==> src/rtl/x9_pkg.sv <==
// rtl/x9_pkg.sv - shared types and default widths for the X9 fetch stage
package x9_pkg;

    typedef enum logic [1:0] {
        IDLE,
        LOAD,
        RUN,
        DONE
    } fetch_state_t;

    // Opcode of the branch-on-flag instruction; the decoder matches it to raise BranchInst.
    localparam logic [4:0] OP_BT = 5'b00101;

    localparam int DEF_PCW  = 10;
    localparam int DEF_LUTW = 4;
    localparam int DEF_CNTW = 16;

endpackage

==> src/rtl/fetch_unit_if.sv <==
// rtl/fetch_unit_if.sv - control, branch and LUT-write bundle of the fetch stage
interface fetch_unit_if #(
    parameter int PCW  = x9_pkg::DEF_PCW,
    parameter int LUTW = x9_pkg::DEF_LUTW,
    parameter int CNTW = x9_pkg::DEF_CNTW
);

    logic            Start;
    logic [PCW-1:0]  StartAddr;
    logic [PCW-1:0]  EndAddr;
    logic            BranchInst;
    logic            BranchTaken;
    logic [LUTW-1:0] BranchIdx;
    logic            LutWe;
    logic [LUTW-1:0] LutAddr;
    logic [PCW-1:0]  LutData;
    logic [PCW-1:0]  ProgCtr;
    logic            Done;
    logic [CNTW-1:0] CycleCnt;

    modport master (
        output Start, StartAddr, EndAddr,
        output BranchInst, BranchTaken, BranchIdx,
        output LutWe, LutAddr, LutData,
        input  ProgCtr, Done, CycleCnt
    );

    modport slave (
        input  Start, StartAddr, EndAddr,
        input  BranchInst, BranchTaken, BranchIdx,
        input  LutWe, LutAddr, LutData,
        output ProgCtr, Done, CycleCnt
    );

endinterface

==> src/rtl/branch_lut.sv <==
// rtl/branch_lut.sv - branch target table, one synchronous write port, one combinational read port
module branch_lut
    import x9_pkg::*;
#(
    parameter int LUTW = DEF_LUTW,
    parameter int PCW  = DEF_PCW
) (
    input  logic            clk,
    input  logic            we,
    input  logic [LUTW-1:0] waddr,
    input  logic [PCW-1:0]  wdata,
    input  logic [LUTW-1:0] raddr,
    output logic [PCW-1:0]  rdata
);

    // Not reset: targets are loaded by software before use.
    logic [PCW-1:0] mem [2**LUTW];

    always_ff @(posedge clk) begin
        if (we) begin
            mem[waddr] <= wdata;
        end
    end

    // Same-cycle write to the read index still returns the old entry.
    assign rdata = mem[raddr];

endmodule

==> src/rtl/fetch_unit.sv <==
// rtl/fetch_unit.sv - X9 instruction fetch: PC register, next-PC mux, run sequencer and cycle counter
module fetch_unit
    import x9_pkg::*;
#(
    parameter int PCW  = DEF_PCW,
    parameter int LUTW = DEF_LUTW,
    parameter int CNTW = DEF_CNTW
) (
    input  logic       Clk,
    input  logic       Reset,
    fetch_unit_if.slave bus
);

    fetch_state_t    state, state_n;
    logic [PCW-1:0]  pc, pc_n;
    logic            done, done_n;
    logic [CNTW-1:0] cnt, cnt_n;
    logic [PCW-1:0]  lut_target;

    branch_lut #(
        .LUTW (LUTW),
        .PCW  (PCW)
    ) u_branch_lut (
        .clk   (Clk),
        .we    (bus.LutWe),
        .waddr (bus.LutAddr),
        .wdata (bus.LutData),
        .raddr (bus.BranchIdx),
        .rdata (lut_target)
    );

    always_ff @(posedge Clk) begin
        if (Reset) begin
            state <= IDLE;
            pc    <= '0;
            done  <= 1'b0;
            cnt   <= '0;
        end else begin
            state <= state_n;
            pc    <= pc_n;
            done  <= done_n;
            cnt   <= cnt_n;
        end
    end

    always_comb begin
        state_n = state;
        pc_n    = pc;
        done_n  = done;
        cnt_n   = cnt;
        if (bus.Start) begin
            state_n = LOAD;
            pc_n    = bus.StartAddr;
            done_n  = 1'b0;
            cnt_n   = '0;
        end else begin
            case (state)
                IDLE: begin
                    done_n = 1'b0;
                end
                LOAD: begin
                    state_n = RUN;
                end
                RUN: begin
                    if (!(&cnt)) begin
                        cnt_n = cnt + CNTW'(1);
                    end
                    // Reaching the end address wins over any branch on the final instruction.
                    if (pc == bus.EndAddr) begin
                        state_n = DONE;
                        done_n  = 1'b1;
                    end else if (bus.BranchInst && bus.BranchTaken) begin
                        pc_n = lut_target;
                    end else begin
                        pc_n = pc + PCW'(1);
                    end
                end
                DONE: begin
                    done_n = 1'b1;
                end
                default: begin
                    state_n = IDLE;
                end
            endcase
        end
    end

    assign bus.ProgCtr  = pc;
    assign bus.Done     = done;
    assign bus.CycleCnt = cnt;

endmodule
==> src/flat_wrapper.sv <==
// flat-port wrapper written by rule: the top's interface ports become plain ports
module fetch_unit_flat import x9_pkg::*;
#(
    parameter int PCW  = DEF_PCW,
    parameter int LUTW = DEF_LUTW,
    parameter int CNTW = DEF_CNTW
)
  (Clk, Reset, bus_Start, bus_StartAddr, bus_EndAddr, bus_BranchInst, bus_BranchTaken, bus_BranchIdx, bus_LutWe, bus_LutAddr, bus_LutData, bus_ProgCtr, bus_Done, bus_CycleCnt);
  fetch_unit_if #(.PCW(PCW), .LUTW(LUTW), .CNTW(CNTW)) bus_i ();
  input  logic Clk;
  input  logic Reset;
  input wire logic [$bits(bus_i.Start)-1:0] bus_Start;
  input wire logic [$bits(bus_i.StartAddr)-1:0] bus_StartAddr;
  input wire logic [$bits(bus_i.EndAddr)-1:0] bus_EndAddr;
  input wire logic [$bits(bus_i.BranchInst)-1:0] bus_BranchInst;
  input wire logic [$bits(bus_i.BranchTaken)-1:0] bus_BranchTaken;
  input wire logic [$bits(bus_i.BranchIdx)-1:0] bus_BranchIdx;
  input wire logic [$bits(bus_i.LutWe)-1:0] bus_LutWe;
  input wire logic [$bits(bus_i.LutAddr)-1:0] bus_LutAddr;
  input wire logic [$bits(bus_i.LutData)-1:0] bus_LutData;
  output wire logic [$bits(bus_i.ProgCtr)-1:0] bus_ProgCtr;
  output wire logic [$bits(bus_i.Done)-1:0] bus_Done;
  output wire logic [$bits(bus_i.CycleCnt)-1:0] bus_CycleCnt;
  assign bus_i.Start = bus_Start;
  assign bus_i.StartAddr = bus_StartAddr;
  assign bus_i.EndAddr = bus_EndAddr;
  assign bus_i.BranchInst = bus_BranchInst;
  assign bus_i.BranchTaken = bus_BranchTaken;
  assign bus_i.BranchIdx = bus_BranchIdx;
  assign bus_i.LutWe = bus_LutWe;
  assign bus_i.LutAddr = bus_LutAddr;
  assign bus_i.LutData = bus_LutData;
  assign bus_ProgCtr = bus_i.ProgCtr;
  assign bus_Done = bus_i.Done;
  assign bus_CycleCnt = bus_i.CycleCnt;
  fetch_unit #(.PCW(PCW), .LUTW(LUTW), .CNTW(CNTW)) u_core (.Clk(Clk), .Reset(Reset), .bus(bus_i));
endmodule
==> config.mk <==
export PLATFORM = sky130hd
export DESIGN_NAME = fetch_unit_flat
export DESIGN_NICKNAME = d
export VERILOG_FILES = /design/src/rtl/x9_pkg.sv /design/src/rtl/fetch_unit_if.sv /design/src/rtl/branch_lut.sv /design/src/rtl/fetch_unit.sv /design/src/flat_wrapper.sv
export SDC_FILE = /design/constraint.sdc
export NUM_CORES = 1
export LEC_CHECK = 0
export BUFFER_PORTS_ARGS = -buffer_cell sky130_fd_sc_hd__buf_2
export CORE_MARGIN = 3
export CORE_UTILIZATION = 27
export DETAILED_ROUTE_END_ITERATION = 8
export GPL_TIMING_DRIVEN = 0
export HOLD_SLACK_MARGIN = 0.15
export PLACE_DENSITY = 0.42
export SYNTH_ARGS = -nofsm -noshare
export SYNTH_HDL_FRONTEND = slang
export SYNTH_SLANG_ARGS = --single-unit
==> constraint.sdc <==
create_clock -name Clk -period 3.2 [get_ports Clk]
set_input_delay 0.16 -clock Clk [delete_from_list [all_inputs] [get_ports Clk]]
set_output_delay 0.16 -clock Clk [all_outputs]
set_load 0.01 [all_outputs]
After elaboration in Yosys (flattened, before gate mapping):

Memory sizes are Yosys's and may differ from the RTL's.
Index checks and enable logic that the tools add are counted.

* $add $sub $neg: 2
* $mul: 0
* div/mod/pow operators: 0
* magnitude comparators: 0
* eq/ne operators: 7
* shift operators: 0
* multiplexer cells: 11
* bitwise operators: 1
* reduce and logical (&&, ||, !) cells: 13

Operators with widths (number)
* 10-bit 2-to-1 mux: 4
* 16-bit by 1-bit adder with 16-bit output (second input constant): 1
* 16-bit AND reduction: 1
* 10-bit by 1-bit adder with 10-bit output (second input constant): 1
* 10-bit == test: 1
* 2-bit AND reduction: 5
* 3-bit nonzero test: 2
* 2-bit == test (second input constant): 2
* 1-bit 2-to-1 mux: 4
* 2-bit one-hot mux with 2 select lines: 1
* 2-bit nonzero test: 2
* 3-bit by 2-bit inequality test with 1-bit output (second input constant): 1
* 1-bit one-hot mux with 3 select lines: 1
* 2-bit by 1-bit == test with 1-bit output (second input constant): 1
* 2-bit logical NOT: 1
* 2-bit 2-to-1 mux: 1
* 2-bit by 1-bit inequality test with 1-bit output (second input constant): 1
* 2-bit inequality test (second input constant): 1
* 2-bit OR reduction: 1
* 1-bit logical AND: 1
* 1-bit NOT: 1

* register bits: 29
* latch bits: 0
* RAM bits: 160
* bits in read-only memories: 0
* output and inout bits: 27
* logic and storage cells: 40
* memories: 1

Memories
* u_core.u_branch_lut.mem: depth 16, bits a word 10, read ports 1, clocked after memory_dff 0, wr ports 1, line branch_lut.sv:17 `logic [PCW-1:0] mem [2**LUTW];`

Logic depth before layout (Yosys ltp):

Gate-level depths: netlist of the first run.

* word-level depth: 5
* mapped depth: 8
* mapped depth without buffers: 6

Hierarchy:

Synthesis of the first run repeated with hierarchy kept, for this count alone.

* cells, all modules: 486
* area total of the unflattened synthesis: 7943.9 sq um

Modules (own cells, without submodules)
* branch_lut: instances 1, cells each 269, area each 6153.4 sq um
* fetch_unit: instances 1, cells each 217, area each 1790.5 sq um

Least setup slack after synthesis of the first run:

No wires, ideal clock.

* path kind: input to register
* from: input bus_LutAddr[2]
* to: memory u_core.u_branch_lut.mem[0][0] in the netlist's numbering (enable)
* setup time: 390 ps
* arrival: 1404 ps
* path slack: 1407 ps
* stages on the path: 2
* path buffers: 0
* cells stage by stage: or3b_2 -> nor3_1

RTL lines
* start, declared: line flat_wrapper.sv:19 `input wire logic [$bits(bus_i.LutAddr)-1:0] bus_LutAddr;`
* end, declared: line branch_lut.sv:17

No word-level cell before the write port.

Final worst setup path of the first run:

* from: register u_core.pc[0] (netlist: u_core.bus.ProgCtr[0])
* to: register u_core.pc[0] (netlist: u_core.bus.ProgCtr[0])

* longest elaborated chain between the ends: 5
* elaborated cells on any way between the ends: 8
* classes of those cells: add/sub (1); eq/ne (2); mux (4); reduce/logical (1)

Ends and longest elaborated chain
* start, declared: line fetch_unit.sv:15 `logic [PCW-1:0] pc, pc_n;`
* start signal, assigned: line fetch_unit.sv:40 `pc <= pc_n;`
* 10-bit by 1-bit adder with 10-bit output: line fetch_unit.sv:75 `pc_n = pc + PCW'(1);`
* 10-bit 2-to-1 mux: line fetch_unit.sv:72 `end else if (bus.BranchInst && bus.BranchTaken) begin`
* 10-bit 2-to-1 mux: line fetch_unit.sv:69 `if (pc == bus.EndAddr) begin`
* 10-bit 2-to-1 mux: line fetch_unit.sv:57 `case (state)`
* 10-bit 2-to-1 mux: line fetch_unit.sv:51 `if (bus.Start) begin`

Parallel ways exist; a longest one is shown, timed or not. The select of a mux whose other input is x is not followed.
A chain may end at the register's enable or synchronous reset.

==> results.txt, run 1 <==
The average size of a mapped cell came out at 16.1 sq um. In the synthesized netlist the dominant register cell turns out to be sky130_fd_sc_hd__edfxtp_1. Walking the worst path, the cells encountered are xnor2_1 > nand4_1 > o31ai_1 > buf_2 > nand4b_1 > o221ai_1 > dlygate4sd3_1. The number of inserted filler cells in the final layout came out at 2821.

The routed via count divided by cell count is 4.80. The met1 usage in global routing came out at 19.6%. The congestion estimate from routability-driven global placement came to around 0.75.

The synthesized netlist contains 53 unique library cells. The power after layout came out at 5.23 mW. In this run the clock root is driven by a sky130_fd_sc_hd__clkbuf_16. The critical-path maximum fanout came out at 10. Detailed placement finished with a half-perimeter wire length of 14.3 mm. In this run the vertical extent of the chip is 178 um. The instance count of the mapped netlist came out at 494.

The area of the mapped netlist is 7970 sq um. The run finished with clean final reports. The placed standard-cell area came out at 8950 sq um.

The number of antenna diodes in the final layout is 0. The number of rows in the core area came out at 62. The number of clock buffers inserted by TritonCTS is 17. The transition time at the pin with the least slew margin came out at around 1300 ps. Setup repair after global routing left no endpoint under its margin.

Based on the critical path, the design can be clocked at up to roughly 0.41 GHz. In the final design database the tool counted about 660 nets. The count of max-cap constraint violations came out at 0. The number of design rule violations left after detail routing is 0. For the worst setup path, the data required time is 3570 ps. The layer with the highest usage is met2. On the critical path, the stage with the largest delay is an instance of sky130_fd_sc_hd__dlygate4sd3_1. Summed over all layers, the routed wires come to about 21 mm. The final setup violation count came out at 0.

Post-CTS repair changed the size of 0 cells. The type of the most critical hold path is in2reg. The max-slew headroom at the worst pin came out at 12.3%. TritonCTS built the clock tree. Leaving out fill and tap cells, the most frequent cell in the layout is sky130_fd_sc_hd__edfxtp_1.

The tightest hold path in the finished design has a slack of 203 ps. The minimum period implied by the final worst setup slack came out at 2420 ps. The data arrival time of the critical path is around 2800 ps. The iteration count of the initial detailed-routing pass is 5. Entering global routing, the biggest net connects 20 pins. The number of global-route vias before repair came out at approximately 5000. The critical path class is reg2reg.

The signed area change from the synthesized netlist to the final layout came out at 22.6%. The clock tree synthesis step divided the H-tree into 4 levels. The number of enable flip-flop cells after synthesis is 160. Of all flip-flops after synthesis, the portion carrying an async set or reset was 0%. The number of max-slew violations in the final report came out at 0. The setup TNS came out at 0 ps. STA classifies the critical path startpoint as a register.

The number of endpoints with negative hold slack in the final report is 0. The detail-routed net length per standard cell is 20.9 um. Once the floorplan was initialized, standard cells occupied 27.6% of the core. The register clock-pin slew on the reported worst setup and hold paths came out at 80 ps. The via count of the routed design came out at around 4800. Clock tree synthesis found a total of 189 sinks. The total track usage came out at 13.6%.

The post-route cell area came out at ~9800 sq um. The leakage power of the design came out at 3.29 nW. The global-route wire length before repair came out at 31.3 mm. The worst ir drop on vdd is 0.350 mV. The total number of yosys warnings is 0.

The worst clock skew on the final layout is 9.78 ps. The met3 capacity usage during global routing is 2.27%. The maximum clock insertion buffer count is 2.

The power density over the cells came out at 536 nW/um^2. The post-synth net total is 540. The sequential cell area fraction in the yosys report came out at 67.6%. The worst setup path is captured at a register. The clock latency on the worst-skew pair is about 430 ps. The DRC marker count from the first detailed-route iteration came out at 463. The global-route congestion overflow total came out at 0. The flip-flop and latch count after synthesis is 189. The count of nets left with antenna violations after detail routing is 0. The met2 layer usage reported by global route came out at a little over a fifth. The share of the clock period used by the worst path after layout came out at 75.7%. The count of buffers inserted at the top-level ports is 67. The floorplan die area came out at ~32000 sq um. The delay of the slowest cell on the worst path is ~570 ps. The initial antenna violation count came out at 0. The top cell types in the final layout, fill and taps aside, are sky130_fd_sc_hd__edfxtp_1 (160), sky130_fd_sc_hd__buf_2 (76), sky130_fd_sc_hd__nor2_1 (30), sky130_fd_sc_hd__dfxtp_1 (29), sky130_fd_sc_hd__mux4_2 (22).

The region available for standard cell placement spans ~29000 sq um. The die span in x is 178 um. The fraction of layout cells with a size suffix above 1 came out at 29.3%. The number of top-level design ports is slightly above 70.
where the power goes:
part	switching, mW	total (mW)	internal [mW]	leakage, nW
combinational	0.208	0.369	0.161	1.32
sequential	0.0244	2.74	2.72	1.68
clock	1.00	2.12	1.12	0.291
registers in the layout (all words and copies together) (netlist names):
signal	cells
u_core.state	2
u_core.bus.Done	1
u_core.bus.CycleCnt	16
u_core.bus.ProgCtr	10
u_core.u_branch_lut.mem	160
per-layer routing:
metal,vias up,part of all wire [%]
met5,-,0
met4,0,1.3
met3,19,4.7
met2,139,45
met1,2466,49
li1,2217,-
final cells by class:
cell class | count | area [sq um] | share of cell area (%)
Sequential cell | 189 | 5390 | 55.1
Tap cell | 384 | 480 | 4.92
Clock buffer | 17 | 425 | 4.35
Timing Repair Buffer | 99 | 681 | 6.97
Buffer | 26 | 168 | 1.72
Inverter | 4 | 15.0 | 0.154
Clock inverter | 15 | 174 | 1.78
Multi-Input combinational cell | 275 | 2440 | 25.0
cells by family (layout without fill, tap and decap cells):
logic type / after synthesis / count (layout) / synth area share, %
compound gates: 69 / 69 / 6.17
xor+xnor: 26 / 26 / 2.86
fa+ha+maj: 2 / 2 / 0.314
buf+inv: 30 / 161 / 2.29
flops: 189 / 189 / 67.6
mux: 56 / 56 / 12.9
simple gates: 122 / 122 / 7.84
synth_stat cells, types with 2 or more instances:
| cell type | instances | area share [%] |
|---|---|---|
| sky130_fd_sc_hd__a211oi_1 | 3 | 0.28 |
| sky130_fd_sc_hd__nor3_1 | 8 | 0.50 |
| sky130_fd_sc_hd__nand4_1 | 6 | 0.47 |
| sky130_fd_sc_hd__o211ai_1 | 7 | 0.66 |
| sky130_fd_sc_hd__o221ai_1 | 6 | 0.66 |
| sky130_fd_sc_hd__a32oi_1 | 3 | 0.33 |
| sky130_fd_sc_hd__ha_1 | 2 | 0.31 |
| sky130_fd_sc_hd__mux4_1 | 11 | 3.6 |
| sky130_fd_sc_hd__xor2_1 | 13 | 1.4 |
| sky130_fd_sc_hd__nand3b_1 | 2 | 0.19 |
| sky130_fd_sc_hd__mux4_2 | 22 | 6.2 |
| sky130_fd_sc_hd__or2_2 | 3 | 0.24 |
| sky130_fd_sc_hd__o31ai_1 | 4 | 0.38 |
| sky130_fd_sc_hd__a22oi_1 | 3 | 0.28 |
| sky130_fd_sc_hd__nor4_1 | 2 | 0.16 |
| sky130_fd_sc_hd__or4_1 | 5 | 0.47 |
| sky130_fd_sc_hd__nor2_1 | 39 | 1.8 |
| sky130_fd_sc_hd__mux2i_1 | 10 | 1.3 |
| sky130_fd_sc_hd__or3_1 | 2 | 0.16 |
| sky130_fd_sc_hd__mux2_2 | 13 | 1.8 |
| sky130_fd_sc_hd__and4_1 | 3 | 0.33 |
| sky130_fd_sc_hd__a211o_1 | 2 | 0.22 |
| sky130_fd_sc_hd__o2111ai_1 | 5 | 0.55 |
| sky130_fd_sc_hd__and2_1 | 2 | 0.16 |
| sky130_fd_sc_hd__nand2b_1 | 6 | 0.47 |
| sky130_fd_sc_hd__nand4b_1 | 4 | 0.44 |
| sky130_fd_sc_hd__nand2_1 | 19 | 0.90 |
| sky130_fd_sc_hd__dfxtp_1 | 29 | 7.3 |
| sky130_fd_sc_hd__buf_4 | 5 | 0.47 |
| sky130_fd_sc_hd__inv_1 | 4 | 0.19 |
| sky130_fd_sc_hd__nand3_1 | 13 | 0.82 |
| sky130_fd_sc_hd__o21ai_0 | 9 | 0.57 |
| sky130_fd_sc_hd__edfxtp_1 | 160 | 60 |
| sky130_fd_sc_hd__buf_6 | 4 | 0.57 |
| sky130_fd_sc_hd__clkbuf_1 | 7 | 0.33 |
| sky130_fd_sc_hd__buf_2 | 9 | 0.57 |
| sky130_fd_sc_hd__nor3b_1 | 2 | 0.19 |
| sky130_fd_sc_hd__nor2b_1 | 3 | 0.24 |
| sky130_fd_sc_hd__a21oi_1 | 12 | 0.75 |
| sky130_fd_sc_hd__xnor2_1 | 13 | 1.4 |
| sky130_fd_sc_hd__o22ai_1 | 7 | 0.55 |
critical path: cells and delay by family, from the launching register on:
kind            cells  cell delay [ps]
compound gates      2              520
xor+xnor            1              170
buf+inv             2              880
flops               1              520
simple gates        2              280
stage by stage:
step	worst slack, ps	util, %	cells
2_1_floorplan	1410	-	494
3_3_place_gp	149	30.4	945
3_5_place_dp	759	31.0	955
4_1_cts	829	33.8	1008
5_1_grt	664	33.9	1009
6_report	779	33.9	1009
worst paths after layout:
path | start | endpoint | slack, ps | cells after the start
worst max-delay path | u_core.bus.ProgCtr[0] | u_core.bus.ProgCtr[0] | 780 | 7
worst min-delay path | bus_LutAddr[0] | u_core.u_branch_lut.mem[0][4] | 200 | 2
worst max register to register | u_core.bus.ProgCtr[0] | u_core.bus.ProgCtr[0] | 780 | 7
worst min register to register | u_core.state[0] | u_core.state[1] | 490 | 2
repair_timing:
action                    CTS  global route
setup buffers               0             0
hold buffers               21             0
hold endpoints to repair  170             0
(Power assumes the default switching activity.)
==> run 2, diff against run 1 <==
ABC_AREA = 1   (was default)
clock period = 2.4 ns   (was 3.2 ns; I/O delays follow)
==> results.txt, run 2 <==
The number of global-route vias before repair is 6204 (+25%). The power density over the cells is 696 nW/um^2 (+30%). The delay of the slowest cell on the worst path came out at 540 ps (-30 ps). The most common cell after layout, fill and taps aside is sky130_fd_sc_hd__nand2_1. The placer's final routability congestion estimate was 0.778 (+4.0%). In this run the critical register-to-register path is launched from u_core.bus.ProgCtr[0]. The initial antenna violation count came out at 0 (unchanged). The adder-cell share of the synthesized area came to 0.293% (-0.021 points). The share of the synthesized netlist area taken by xor and xnor gates came to 1.43% (-1.4 points). The flip-flop and latch count after synthesis came out at 189 (unchanged). The reg-to-reg setup timing slack came out at 230 ps (-550 ps). The required time at the endpoint of the critical path is 2700 ps (-870 ps). The number of design rule violations left after detail routing is 0 (unchanged). The global-route congestion overflow total is 0 (unchanged). The number of gates on the worst path with buffers counted was 12 (+5).

The fraction of synthesized area in multiplexers came to 0.117% (-13 points). The area of the placeable core came to 30900 sq um (+7.1%). The total track usage came out at 15.1% (+1.5 points). The maximum frequency from static timing analysis was 0.461 GHz (+12%).

The fraction of layout cells with a size suffix above 1 came out at 14.2% (-15 points). The sequential cell area fraction in the yosys report was 63.0% (-4.6 points). The number of setup buffers added after CTS was 0 (unchanged). The number of inserted filler cells in the final layout is 3199 (+13%). The routed via count divided by cell count came to 4.50 (-6.3%). The area fraction in compound gates after synthesis came out at 4.89% (-1.3 points). Leaving out fill and tap cells, the most frequent cells in the layout are sky130_fd_sc_hd__nand2_1 (286), sky130_fd_sc_hd__edfxtp_1 (160), sky130_fd_sc_hd__nand3_1 (98), sky130_fd_sc_hd__nor2_1 (95), sky130_fd_sc_hd__buf_2 (79). The critical path is of the reg2reg type.

The most used flip-flop cell after synthesis is sky130_fd_sc_hd__edfxtp_1. The launching element type of the critical path is a register. The via count of the routed design is 6359 (+31%).

The clock latency on the worst-skew pair came out at 440 ps (about the same). The top cell type's share of synthesized area is 56.2% (-4.1 points). The placed standard-cell area came to 9400 sq um (+5.0%). The number of max-slew violations in the final report is 0 (unchanged).

The count of buffering cells on the critical path with inverters included came out at 2 (unchanged). In this run the critical register-to-register path is captured at u_core.bus.ProgCtr[0]. The number of rows in the core area is 64 (+3.2%). The cell sitting at the root of the clock tree is a sky130_fd_sc_hd__clkbuf_16. The basic-gate share of the synthesized area counting and, or, nand and nor cells came out at 23.9% (+16 points).

The hold path startpoint is bus_Start. The number of enable flip-flop cells after synthesis came out at 160 (unchanged). Ranked by instance count, the synthesized netlist is headed by sky130_fd_sc_hd__nand2_1 (286), sky130_fd_sc_hd__edfxtp_1 (160), sky130_fd_sc_hd__nor2_1 (100), sky130_fd_sc_hd__nand3_1 (98), sky130_fd_sc_hd__inv_1 (68). The largest register by flop count is u_core.u_branch_lut.mem. The global-route wire length before repair is 37.7 mm (+20%). The effective utilization at floorplan is 27.7% (+0.045 points). The area of the mapped netlist came out at 8550 sq um (+7.3%). Of all cell types, the one taking the most synthesized area is sky130_fd_sc_hd__edfxtp_1. The count of buffers inserted at the top-level ports is 68 (+1.5%). The average size of a mapped cell was 9.56 sq um (-41%). The maximum clock insertion buffer count was 2 (unchanged). After synthesis, the largest family of logic cells by area is simple AND/OR/NAND/NOR gates. The count of max-cap constraint violations came out at 0 (unchanged).

The detail-routed net length per standard cell came out at 17.7 um (-15%). The power after layout was 7.12 mW (+36%). The max-slew headroom at the worst pin is 5.72% (-6.6 points). The floorplan die area is 33800 sq um (+7.0%). The transition time at the pin with the least slew margin is 1410 ps (+98.2 ps). The min-delay analysis places its worst path in the category in2reg. The portion of total power attributed to combinational logic is 8.5% (+1.4 points). The clock group share of total power came out at 40.2% (-0.4 points). The total number of yosys warnings is 0 (unchanged). Setup repair after global routing left no endpoint under its margin. The distinct cell type count after synthesis came to 30 (-43%). The post-route cell area is 10200 sq um (+4.7%). The data arrival time of the critical path came out at 2470 ps (-320 ps).

The leakage power of the design is 4.01 nW (+22%). The critical-path maximum fanout came out at 7 (-3). The internal power contribution is 5.31 mW (+33%). The number of diodes is 0 (unchanged). The post-placement setup slack is 372 ps (-387 ps). Counting stages on the worst path, the most repeated cell is sky130_fd_sc_hd__nand2_1.

The worst setup path is captured at a register. The length in cells of the worst reg-to-reg path came out at 12 (+5). The final setup violation count is 0 (unchanged). The worst ir drop on vdd came to 0.592 mV (+69%). The count of nets after finishing is 1051 (+60%). The detailed-placement wirelength estimate is 16.5 mm (+16%). After synthesis, the cell types taking the most area are sky130_fd_sc_hd__edfxtp_1 (56%), sky130_fd_sc_hd__nand2_1 (13%), sky130_fd_sc_hd__dfxtp_1 (6.8%). The number of flip-flops in the largest register came out at 160 (unchanged). The die span in x is 184 um (+3.5%). The aggregate routed wire length is 25.1 mm (+19%).

The instance count of the mapped netlist came to 894 (+81%). The minimum period implied by the final worst setup slack came out at 2170 ps (-250 ps). The count of cells along the worst hold path came out at 3 (+1). The path with the worst hold slack has its endpoint at u_core.state[0]. The signed area change from the synthesized netlist to the final layout is 19.6%. The flow ran to the end, and the final reports show no timing, DRC or antenna violations. The setup TNS is 0 ps (unchanged).

The iteration count of the initial detailed-routing pass came out at 5 (unchanged). The maximum number of pins on one net before global-route repair is 19 (-5.0%). The most common cell in the synthesized netlist is sky130_fd_sc_hd__nand2_1. The worst clock skew on the final layout is 5.58 ps (-4.20 ps). The switching part of the total power came out at 25.5% (+1.9 points). The vertical extent of the die came out at 184 um (+3.5%). The post-synth net total came to 940 (+74%). The count of nets left with antenna violations after detail routing is 0 (unchanged). The H-tree level count is 4 (unchanged). The TritonCTS sink count came out at 189 (unchanged). The share of synthesized registers carrying an async set or reset is 0% (unchanged).

The register clock-pin slew on the reported worst setup and hold paths is 70 ps (about the same). The number of top-level design ports was 71 (unchanged). The fraction of power consumed by sequential logic came out at 51.3% (-1.1 points). The share of the clock period used by the worst path after layout came out at 90.4% (+15 points). For this design, the slowest cell found on the critical path is sky130_fd_sc_hd__dlygate4sd3_1. The signal on the critical path passes through inv_2 > nand2_1 > nand2_1 > nor2_1 > nand2_1 > nor2_1 > nand2_1 > nand2_1 > nand2_1 > nand2_1 > dlygate4sd3_1 > a21oi_1. The DRC marker count from the first detailed-route iteration is 507 (+9.5%).

The clock tree from TritonCTS is built. The number of clock buffers inserted by TritonCTS came out at 17 (unchanged). The final critical-path setup slack came out at 230 ps (-550 ps). The final core utilization was 33.1% (-0.77 points).

Among cell families on the critical path, the largest total delay comes from simple AND/OR/NAND/NOR gates. The net switching power was 1.81 mW (+47%). The number of endpoints with negative hold slack in the final report is 0 (unchanged).
## run 2: cell count changes in the layout (fill, tap and decap cells not counted), moves of 9 or more
cell,previous run,this run
sky130_fd_sc_hd__mux4_1,11,0
sky130_fd_sc_hd__mux2_2,13,0
sky130_fd_sc_hd__nand3_1,13,98
sky130_fd_sc_hd__a21oi_1,12,28
sky130_fd_sc_hd__mux4_2,22,0
sky130_fd_sc_hd__inv_1,4,68
sky130_fd_sc_hd__mux2i_1,10,1
sky130_fd_sc_hd__nand2_1,19,286
sky130_fd_sc_hd__o21ai_1,1,13
sky130_fd_sc_hd__nor2_1,30,95
sky130_fd_sc_hd__o21ai_0,9,25
## run 2: metrics by stage
step	hold slack, ps	std cells
floorplan	219	894
global placement	428	1358
finish	165	1414
global route	174	1414
detailed placement	435	1359
CTS	150	1413
## run 2: layout make-up
cell class / count / area (sq um) / share of cell area (%)
plain buffers: 36 / 265 / 2.59
clock buffers: 18 / 429 / 4.20
clock inverters: 14 / 156 / 1.53
inverters: 73 / 279 / 2.73
multi-input cells: 596 / 2630 / 25.7
flip-flops and latches: 189 / 5390 / 52.7
well taps: 396 / 495 / 4.85
repair buffers: 92 / 583 / 5.70
## run 2: power by group through the flow
| stage | clock network, mW | logic [mW] | registers, mW |
|---|---|---|---|
| global placement | 0 | 0.578 | 3.73 |
| finish | 2.86 | 0.603 | 3.65 |
| detailed placement | 0 | 0.577 | 3.73 |
| floorplan | 0 | 0.324 | 3.73 |
| CTS | 2.93 | 0.609 | 3.65 |
| global route | 3.05 | 0.675 | 3.66 |
## run 2: per-layer routing
metal | global-route usage (%) | share of wire (%) | wire length, um | vias to the layer above
met5 | 0 | 0 | 0 | -
met4 | 3.99 | 1.9 | 483 | 0
met1 | 21.7 | 50 | 12400 | 2961
met2 | 23.5 | 43 | 10900 | 178
li1 | - | - | - | 3192
met3 | 2.73 | 5.0 | 1260 | 28
## run 2: worst reg2reg max path, stage by stage (launching register included)
cell and delay, ps:
sky130_fd_sc_hd__dfxtp_1 490, sky130_fd_sc_hd__inv_2 90, sky130_fd_sc_hd__nand2_1 70, sky130_fd_sc_hd__nand2_1 40, sky130_fd_sc_hd__nor2_1 90, sky130_fd_sc_hd__nand2_1 70
sky130_fd_sc_hd__nor2_1 130, sky130_fd_sc_hd__nand2_1 150, sky130_fd_sc_hd__nand2_1 190, sky130_fd_sc_hd__nand2_1 70, sky130_fd_sc_hd__nand2_1 60, sky130_fd_sc_hd__dlygate4sd3_1 540
sky130_fd_sc_hd__a21oi_1 60
## run 2: timing repair
| action | 4_1_cts | 5_1_grt |
|---|---|---|
| setup endpoints to repair | 0 | 1 |
| hold buffers | 22 | 0 |
| endpoints found under the hold margin | 178 | 0 |
| resized for setup | 0 | 1 |
## run 2: worst max path at each step
| stage | startpoint | end | slack, ps |
|---|---|---|---|
| 3_5_place_dp | bus_LutAddr[3] | u_core.u_branch_lut.mem[7][7] | 370 |
| 4_1_cts | u_core.bus.ProgCtr[0] | u_core.bus.ProgCtr[0] | 200 |
| 3_3_place_gp | bus_LutAddr[2] | u_core.u_branch_lut.mem[9][5] | 380 |
| 6_report | u_core.bus.ProgCtr[0] | u_core.bus.ProgCtr[0] | 230 |
| 2_1_floorplan | u_core.bus.CycleCnt[0] | u_core.bus.CycleCnt[2] | 820 |
| 5_1_grt | u_core.bus.ProgCtr[0] | u_core.bus.ProgCtr[0] | 10 |
## run 2: cell families (layout without fill, tap and decap cells)
group | after synthesis | count (layout)
XOR/XNOR | 14 | 14
adder cells (fa/ha/maj) | 2 | 2
buffers and inverters | 109 | 233
AND/OR/NAND/NOR | 501 | 501
flip-flops | 189 | 189
AO/OA/AOI/OAI | 78 | 78
multiplexers | 1 | 1
